`src/rtl/display_scan_controller_if.sv`:
```
// Bundles the game-side controls and the pad-side drive of the multi-digit display.
// The scan controller is the slave: it consumes the digit data and drives the pads.
interface display_scan_controller_if;
  logic        en;
  logic [15:0] digit_val;
  logic [3:0]  blank_mask;
  logic [3:0]  brightness;
  logic [6:0]  seg;
  logic [3:0]  dig_en;
  logic [1:0]  active_digit;
  logic        frame_start;

  modport slave (
    input  en, digit_val, blank_mask, brightness,
    output seg, dig_en, active_digit, frame_start
  );

  modport master (
    output en, digit_val, blank_mask, brightness,
    input  seg, dig_en, active_digit, frame_start
  );
endinterface

```
`src/rtl/display_scan_controller.sv`:
```
// Four-digit seven-segment scanner: per-slot blanking, 16-level PWM, per-digit mask.
// All outputs registered; a slot's inputs are latched on the edge that starts it.
module sevenseg_driver (
  input  logic [3:0] nibble,
  output logic [6:0] seg
);
  always_comb begin
    seg = '0;
    case (nibble)
      4'h0: seg = 7'h3F;
      4'h1: seg = 7'h06;
      4'h2: seg = 7'h5B;
      4'h3: seg = 7'h4F;
      4'h4: seg = 7'h66;
      4'h5: seg = 7'h6D;
      4'h6: seg = 7'h7D;
      4'h7: seg = 7'h07;
      4'h8: seg = 7'h7F;
      4'h9: seg = 7'h6F;
      4'hA: seg = 7'h77;
      4'hB: seg = 7'h7C;
      4'hC: seg = 7'h39;
      4'hD: seg = 7'h5E;
      4'hE: seg = 7'h79;
      4'hF: seg = 7'h71;
    endcase
  end
endmodule

module display_scan_controller #(
  parameter int SCAN_DIV     = 1000,
  parameter int BLANK_CYCLES = 16
) (
  input  logic                        clk,
  input  logic                        rst_n,
  display_scan_controller_if.slave    bus
);
  localparam int KW = (SCAN_DIV > 1) ? $clog2(SCAN_DIV) : 1;
  localparam logic [KW-1:0] K_LAST  = KW'(SCAN_DIV - 1);
  localparam logic [KW-1:0] K_BLANK = KW'(BLANK_CYCLES);

  typedef enum logic [1:0] {IDLE, BLANK, DRIVE} state_t;

  state_t        state_q, state_d;
  logic [KW-1:0] k_q, k_d;
  logic [1:0]    d_q, d_d;
  logic [3:0]    nib_q, nib_d;
  logic          mask_q, mask_d;
  logic [3:0]    bri_q, bri_d;
  logic [6:0]    seg_q, seg_d;
  logic [3:0]    den_q, den_d;
  logic [1:0]    act_q, act_d;
  logic          fs_q, fs_d;

  logic          latch;
  logic [3:0]    pwm_p;
  logic [6:0]    seg_dec;

  sevenseg_driver u_dec (
    .nibble (nib_q),
    .seg    (seg_dec)
  );

  // Outputs are computed for the slot position being entered, so they line up with k_d/d_d.
  always_comb begin
    state_d = state_q;
    k_d     = k_q;
    d_d     = d_q;
    nib_d   = nib_q;
    mask_d  = mask_q;
    bri_d   = bri_q;
    act_d   = act_q;
    seg_d   = '0;
    den_d   = '0;
    fs_d    = 1'b0;
    latch   = 1'b0;
    pwm_p   = '0;

    if (!bus.en) begin
      state_d = IDLE;
      k_d     = '0;
      d_d     = '0;
      act_d   = '0;
    end else begin
      if (state_q == IDLE) begin
        state_d = BLANK;
        k_d     = '0;
        d_d     = '0;
        latch   = 1'b1;
      end else if (k_q == K_LAST) begin
        state_d = BLANK;
        k_d     = '0;
        d_d     = d_q + 2'd1;
        latch   = 1'b1;
      end else begin
        k_d     = k_q + 1'b1;
        state_d = (k_d >= K_BLANK) ? DRIVE : BLANK;
      end

      if (latch) begin
        nib_d  = bus.digit_val[{d_d, 2'b00} +: 4];
        mask_d = bus.blank_mask[d_d];
        bri_d  = bus.brightness;
        fs_d   = (d_d == 2'd0);
        act_d  = d_d;
      end

      // PWM phase wraps every 16 cycles from the first drive cycle of the slot.
      if (state_d == DRIVE) begin
        pwm_p = 4'(k_d - K_BLANK);
        if (!mask_q && (pwm_p <= bri_q)) begin
          den_d = 4'b0001 << d_q;
          seg_d = seg_dec;
        end
      end
    end
  end

  always_ff @(posedge clk or negedge rst_n) begin
    if (!rst_n) begin
      state_q <= IDLE;
      k_q     <= '0;
      d_q     <= '0;
      nib_q   <= '0;
      mask_q  <= 1'b0;
      bri_q   <= '0;
      seg_q   <= '0;
      den_q   <= '0;
      act_q   <= '0;
      fs_q    <= 1'b0;
    end else begin
      state_q <= state_d;
      k_q     <= k_d;
      d_q     <= d_d;
      nib_q   <= nib_d;
      mask_q  <= mask_d;
      bri_q   <= bri_d;
      seg_q   <= seg_d;
      den_q   <= den_d;
      act_q   <= act_d;
      fs_q    <= fs_d;
    end
  end

  assign bus.seg          = seg_q;
  assign bus.dig_en       = den_q;
  assign bus.active_digit = act_q;
  assign bus.frame_start  = fs_q;
endmodule

```
`src/flat_wrapper.sv`:
```
// flat-port wrapper written by rule: the top's interface ports become plain ports
module display_scan_controller_flat 
#(
  parameter int SCAN_DIV     = 1000,
  parameter int BLANK_CYCLES = 16
)
  (clk, rst_n, bus_en, bus_digit_val, bus_blank_mask, bus_brightness, bus_seg, bus_dig_en, bus_active_digit, bus_frame_start);
  display_scan_controller_if bus_i ();
  input  logic clk;
  input  logic rst_n;
  input wire logic [$bits(bus_i.en)-1:0] bus_en;
  input wire logic [$bits(bus_i.digit_val)-1:0] bus_digit_val;
  input wire logic [$bits(bus_i.blank_mask)-1:0] bus_blank_mask;
  input wire logic [$bits(bus_i.brightness)-1:0] bus_brightness;
  output wire logic [$bits(bus_i.seg)-1:0] bus_seg;
  output wire logic [$bits(bus_i.dig_en)-1:0] bus_dig_en;
  output wire logic [$bits(bus_i.active_digit)-1:0] bus_active_digit;
  output wire logic [$bits(bus_i.frame_start)-1:0] bus_frame_start;
  assign bus_i.en = bus_en;
  assign bus_i.digit_val = bus_digit_val;
  assign bus_i.blank_mask = bus_blank_mask;
  assign bus_i.brightness = bus_brightness;
  assign bus_seg = bus_i.seg;
  assign bus_dig_en = bus_i.dig_en;
  assign bus_active_digit = bus_i.active_digit;
  assign bus_frame_start = bus_i.frame_start;
  display_scan_controller #(.SCAN_DIV(SCAN_DIV), .BLANK_CYCLES(BLANK_CYCLES)) u_core (.clk(clk), .rst_n(rst_n), .bus(bus_i));
endmodule
```
`config.mk`:
```
export PLATFORM = sky130hd
export DESIGN_NAME = display_scan_controller_flat
export DESIGN_NICKNAME = d
export VERILOG_FILES = /design/src/rtl/display_scan_controller_if.sv /design/src/rtl/display_scan_controller.sv /design/src/flat_wrapper.sv
export SDC_FILE = /design/constraint.sdc
export NUM_CORES = 1
export LEC_CHECK = 0
export CAP_MARGIN = 10
export CORE_MARGIN = 8
export CORE_UTILIZATION = 40
export DETAILED_ROUTE_END_ITERATION = 10
export GPL_TIMING_DRIVEN = 0
export PLACE_DENSITY = 0.65
export REMOVE_ABC_BUFFERS = 1
export SLEW_MARGIN = 20
export SYNTH_ARGS = -nofsm -noshare
export SYNTH_HDL_FRONTEND = slang
export SYNTH_HIERARCHICAL = 1
export SYNTH_SLANG_ARGS = --single-unit
export TNS_END_PERCENT = 10
```
`constraint.sdc`:
```
create_clock -name clk -period 2.97 [get_ports clk]
set_clock_uncertainty 0.2 [all_clocks]
set_input_delay 0.594 -clock clk [delete_from_list [all_inputs] [get_ports clk]]
set_output_delay 0.594 -clock clk [all_outputs]
set_load 0.05 [all_outputs]
```
# Word-level counts from Yosys, hierarchy flattened
# Memories as Yosys holds them, arrays and structs flattened.
# Index checks and enable logic that the tools add are counted.
# totals
regBits	37
rom_bits	112
input_bits	27
output_inout_bits	14
word_cells	55
mem_count	1
# op_classes
addsub	3
magnitude_cmp	3
eq_ne	3
shift	2
n_mux	28
n_reduce_logical	5
# memory_table
name	depth	width	rd	rd_ports_with_merged_regs	write_ports	line_no	text
(name not given)	16	7	1	0	0	display_scan_controller.sv:9	case (nibble)
# ops
op	n
10-bit 2-to-1 mux	4
2-bit 2-to-1 mux	11
7-bit 2-to-1 mux	3
16-bit by 5-bit variable part select with 4-bit output	1
4-bit 2-to-1 mux	3
10-bit by 1-bit adder with 10-bit output (second input constant)	1
10-bit equality test (second input constant)	1
10-bit by 5-bit >= comparator with 1-bit output (second input constant)	1
1-bit 2-to-1 mux	6
4-bit less-or-equal comparator	1
2-bit zero test	2
1-bit by 2-bit left shift with 4-bit output (first input constant)	1
4-bit by 1-bit subtractor with 4-bit output (second input constant)	1
2-bit by 3-bit < comparator with 1-bit output (second input constant)	1
2-bit by 1-bit adder with 2-bit output (second input constant)	1
1-bit binary-select mux with 2-bit select	1
2-bit equality test (second input constant)	1
2-bit by 1-bit inequality test with 1-bit output (second input constant)	1
2-bit AND reduction	1
1-bit logical AND	1
1-bit zero test	1

# Logic depth before layout (Yosys ltp)
# Gate-level depths: netlist of run 1.
# logic_depth
word_depth	10
depth_mapped	10
ltp_nobuf	9

# Cells and area by module
# The synthesis of run 1 kept the hierarchy.
# by_module_without_submodules
module	instances	cells_each	area_per_inst_um2	seq_area_each_um2
display_scan_controller	1	201	2140.8	925.9
sevenseg_driver	1	33	287.8	0.0

# Worst setup path after synthesis of run 1
# No wires, ideal clock.
# synth_timing
path_kind	register to register
startpoint	register u_core.k_q[0]
endpoint	register u_core.den_q[3], in the netlist u_core/bus.dig_en[3]
setup_ns	0.160
arrival_time_ns	2.600
t_required_ns	2.610
slack_ns	0.011
path_stages_with_launch	10
n_path_buf	1
synth_period_minus_slack_ns	2.959
path_cell_list	dfrtp_1 ha_1 and4bb_2 and3_1 or3_1 ha_1 and4_1 a21oi_1 clkbuf_1 a2111oi_0
# synth_between
elab_chain_len	10
word_cells_on_any_way	17
cone_classes	add/sub: 2; order compare: 2; eq/ne: 2; mux: 10; reduce/logical: 1
# synth_rtl
item	line_no	text
start, declared	display_scan_controller.sv:45	logic [KW-1:0] k_q, k_d;
start signal, assigned	display_scan_controller.sv:133	k_q <= k_d;
10-bit by 1-bit adder with 10-bit output or 10-bit equality test (tied branches)	display_scan_controller.sv:96, display_scan_controller.sv:90	
10-bit 2-to-1 mux	display_scan_controller.sv:90	end else if (k_q == K_LAST) begin
10-bit 2-to-1 mux	display_scan_controller.sv:85	if (state_q == IDLE) begin
10-bit 2-to-1 mux	display_scan_controller.sv:79	if (!bus.en) begin
4-bit by 1-bit subtractor with 4-bit output	display_scan_controller.sv:110	pwm_p = 4'(k_d - K_BLANK);
4-bit less-or-equal comparator	display_scan_controller.sv:111	if (!mask_q && (pwm_p <= bri_q)) begin
1-bit logical AND	display_scan_controller.sv:111	
4-bit 2-to-1 mux	display_scan_controller.sv:111	
4-bit 2-to-1 mux (*)	display_scan_controller.sv:109	if (state_d == DRIVE) begin
4-bit 2-to-1 mux (*)	display_scan_controller.sv:79	
net u_core.den_d[3]	display_scan_controller.sv:51	logic [3:0] den_q, den_d;
end signal, assigned	display_scan_controller.sv:139	den_q <= den_d;
end, declared	display_scan_controller.sv:51	
# Mark *: on every way through the listed nets, which the timed path passes. The rest lies on a longest branch. The select of a mux whose other input is x is not followed.
# A chain may end at the register's enable or synchronous reset.

# Final worst setup path of run 1
# layout_timing
startpoint	register u_core.k_q[1]
endpoint	register u_core.seg_q[0], in the netlist u_core/bus.seg[0]
# layout_between
elab_chain_len	10
word_cells_on_any_way	17
cone_classes	add/sub: 2; order compare: 2; eq/ne: 2; mux: 10; reduce/logical: 1
# layout_rtl
item	line_no	text
10-bit by 1-bit adder with 10-bit output or 10-bit equality test (tied branches)	display_scan_controller.sv:96, display_scan_controller.sv:90	
10-bit 2-to-1 mux	display_scan_controller.sv:90	
10-bit 2-to-1 mux	display_scan_controller.sv:85	
10-bit 2-to-1 mux	display_scan_controller.sv:79	
4-bit by 1-bit subtractor with 4-bit output	display_scan_controller.sv:110	
4-bit less-or-equal comparator	display_scan_controller.sv:111	
1-bit logical AND	display_scan_controller.sv:111	
7-bit 2-to-1 mux	display_scan_controller.sv:111	
7-bit 2-to-1 mux (*)	display_scan_controller.sv:109	
7-bit 2-to-1 mux (*)	display_scan_controller.sv:79	
net u_core.seg_d[0]	display_scan_controller.sv:50	logic [6:0] seg_q, seg_d;
end signal, assigned	display_scan_controller.sv:138	seg_q <= seg_d;
end, declared	display_scan_controller.sv:50	
# Marked as above.

==> results of run 1 <==
## area by class of cell
| type | instances | area [sq um] | share of cell area, % |
|---|---|---|---|
| Tap cell | 75 | 93.8 | 3.04 |
| Multi-Input combinational cell | 172 | 1440 | 46.8 |
| Clock buffer | 5 | 68.8 | 2.23 |
| Timing Repair Buffer | 43 | 450 | 14.6 |
| Inverter | 10 | 37.5 | 1.22 |
| Clock inverter | 3 | 65.1 | 2.11 |
| Sequential cell | 37 | 926 | 30.0 |
## routing by layer
layer  part of all wire [%]  GRT usage [%]  wire length (um)  vias up
met5                      0              0                 0        -
met4                    1.7           4.62                87        0
met3                    5.5           3.52               282        7
met2                     44           19.2              2240       40
met1                     49           16.7              2540      879
li1                       -              -                 -      920
## path summary, 6_finish.rpt
path | start | cells after the start | slack, ps | endpoint
min in group clk | u_core/bri_q[3] | 1 | 310 | u_core/bri_q[3]
max | u_core/k_q[1] | 10 | 120 | u_core/bus.seg[0]
min | rst_n | 1 | 30 | u_core/k_q[6]
max reg2reg | u_core/k_q[1] | 10 | 120 | u_core/bus.seg[0]
max in group asynchronous | rst_n | 2 | 2090 | u_core/nib_q[1]
min reg2reg | u_core/bri_q[3] | 1 | 310 | u_core/bri_q[3]
## per-stage QoR
| step | cells | setup TNS (ps) | util [%] | hold slack (ps) |
|---|---|---|---|---|
| after floorplan | 219 | -1770 | - | 98.4 |
| after global placement | 334 | -5830 | 48.1 | 293 |
| after detailed placement | 335 | -1420 | 48.5 | 297 |
| after CTS | 344 | 0 | 51.2 | 40.5 |
| after global routing | 345 | -19.2 | 52.4 | 51.8 |
| final | 345 | 0 | 52.4 | 32.6 |
## worst max-delay path, stage by stage, from the launching register on
cell	delay [ps]
dfrtp_1	430
ha_4	190
and4bb_2	310
nand3_4	150
and3_1	230
ha_1	280
nor2b_1	130
o211ai_1	240
a21oi_4	100
buf_12	160
a2111oi_1	310
## sequential cells by signal, indices dropped and copies added (netlist names)
signal,flops
u_core/bus.frame_start,1
u_core/k_q,10
u_core/d_q,2
u_core/state_q,2
u_core/mask_q,1
u_core/bus.dig_en,4
u_core/bri_q,4
u_core/bus.active_digit,2
u_core/bus.seg,7
u_core/nib_q,4
## cells by family (layout without fill, tap and decap cells)
kind of cell    count (synthesis)  count (layout)  share of synthesized area, %
compound gates                 56              56                          20.2
xor+xnor                       10              10                          3.61
fa+ha+maj                      17              17                          8.76
buf+inv                        25              61                          5.41
flops                          37              37                          38.1
mux                            11              11                          5.56
simple gates                   78              78                          18.3
## power by group
group,switching [W],total [W],internal [W]
sequential,0.0000369,0.000563,0.000527
combinational,0.000125,0.000266,0.000141
clock,0.000182,0.000516,0.000334
## what timing repair did
action / 4_1_cts / 5_1_grt
endpoints found under the setup margin: 11 / 11
buffers inserted: 1 / 1
gates resized for setup: 6 / 5
hold buffers: 0 / 0
pin swaps: 1 / 1
## cell usage in the layout, fill, tap and decap left out, types with 3 or more instances in the layout
cell type,synthesis,final
a2111oi_2,7,7
a2111oi_4,1,3
a21oi_1,13,12
a221o_1,5,5
and3_1,5,5
clkbuf_8,0,5
clkdlybuf4s50_1,0,39
dfrtp_1,37,37
ha_1,17,16
inv_1,10,10
mux2_2,7,7
mux2i_1,3,3
nand2_1,7,7
nand2b_1,13,13
nand3_1,7,7
nand4_1,4,4
nor2_1,15,15
nor2b_1,7,7
nor3_1,4,4
o211a_1,5,5
o21ai_0,7,7
xnor2_1,6,6
xor2_1,4,4
==> flow_summary_export.csv, run 1 <==
group,metric,value,unit
clocking,root_buffer,"clkbuf_8",
placement,io_buffers,40,
final_layout,design_area,3080,sq um
synthesis,synth-edff-count,0,
synthesis,synth-main-ff-cell,"dfrtp_1",
synthesis,syn_area,2430,sq um
clocking,numCtsBuffers,5,
sta,fin_ws,124,ps
power,p_leak,1.27,nW
drt,drt_iter0_markers,40,
grt,grt.total_usage,12.7,%
drt,ant_nets,0,
final_layout,drive_gt1_share,15.6,%
floorplan,core,5890,sq um
grt,grt_overflow,0,
placement,gp_congestion,0.776,
sta,hold_viol,0,
drt,first_pass_iters,4,
synthesis,synth.avg_cell_area,10.4,sq um
setup_path,worstSetupPathType,"reg -> reg",
final_layout,final_net_count,313,
synthesis,yosys-top-cells-count,"37 x dfrtp_1, 17 x ha_1, 15 x nor2_1",
placement,placed_cell_area,2860,sq um
sta,slew_violations,0,
setup_path,cp.arrival,2810,ps
power,power.total,0.00135,W
setup_path,cp-start-kind,"flip-flop",
drt,drcViolationCount,0,
synthesis,ys_ff_latch,37,
clocking,cts_tree,"yes",
final_layout,syn_to_final_growth,26.9,%
synthesis,synth_top_area_share,38.1,%
grt,grt_pass1_wl,9180,um
sta,period_minus_slack,2850,ps
synthesis,synthArstFlopShare,100,%
min_path,hold_class,"in -> async",
clocking,cts.sinks,37,
floorplan,ios,41,
drt,wire_per_inst,14.9,um
clocking,cts.clk_slew.worst_paths,80,ps
power,p_per_area,437,nW/um^2
synthesis,seq_area_frac_synth,38.1,%
drt,routed_wl,5150,um
sta,max_freq,351,MHz
power,ir_worst_vdd,0.000248,V
drt,viasPerCell,5.35,
grt,grt_max_degree,22,
final_layout,num-fill-cells,558,
synthesis,ys.warnings.count,6,
floorplan,die-height,93.9,um
synthesis,syn_inst,234,
floorplan,die_w,93.9,um
synthesis,synth_top_area_cell,"dfrtp_1",
sta,relSlewSlack,27.9,%
sta,fin_crit_sh,95.8,%
setup_path,path_max_fanout,11,
floorplan,die_area,8820,sq um
sta,finalSetupViolCount,0,
run,maxCapViolations,0,
clocking,clock_path_buffers,2,
setup_path,crit_path_end_kind,"flip-flop",
final_layout,num_antenna_cells,0,
floorplan,start_util,41.3,%
clocking,htreeDepth,2,
outcome,status,"finished clean",
synthesis,synthTopCellsByArea,"dfrtp_1 38%, ha_1 8.8%, a2111oi_2 4.3%, nand2b_1 3.3%, mux2_2 3.2%",
sta,worst_pin_slew,1080,ps
synthesis,synth_cell_type_count,52,
placement,hpwl,3780,um
synthesis,synth_most_common_cell,"dfrtp_1",
clocking,clk_latency,290,ps
floorplan,rows,28,
placement,place_ws,-233,ps
setup_path,crit_required,2940,ps
drt,num_vias,1846,
grt,antenna_found_initial,0,
grt,grt_pass1_vias,1919,
No activity file was read; power rests on OpenSTA's default activity.
==> inputs of run 2 (changes only) <==
- CAP_MARGIN: 10 -> 20
==> results of run 2 <==
The final DEF is identical to that of run 1; final timing and power are the same.
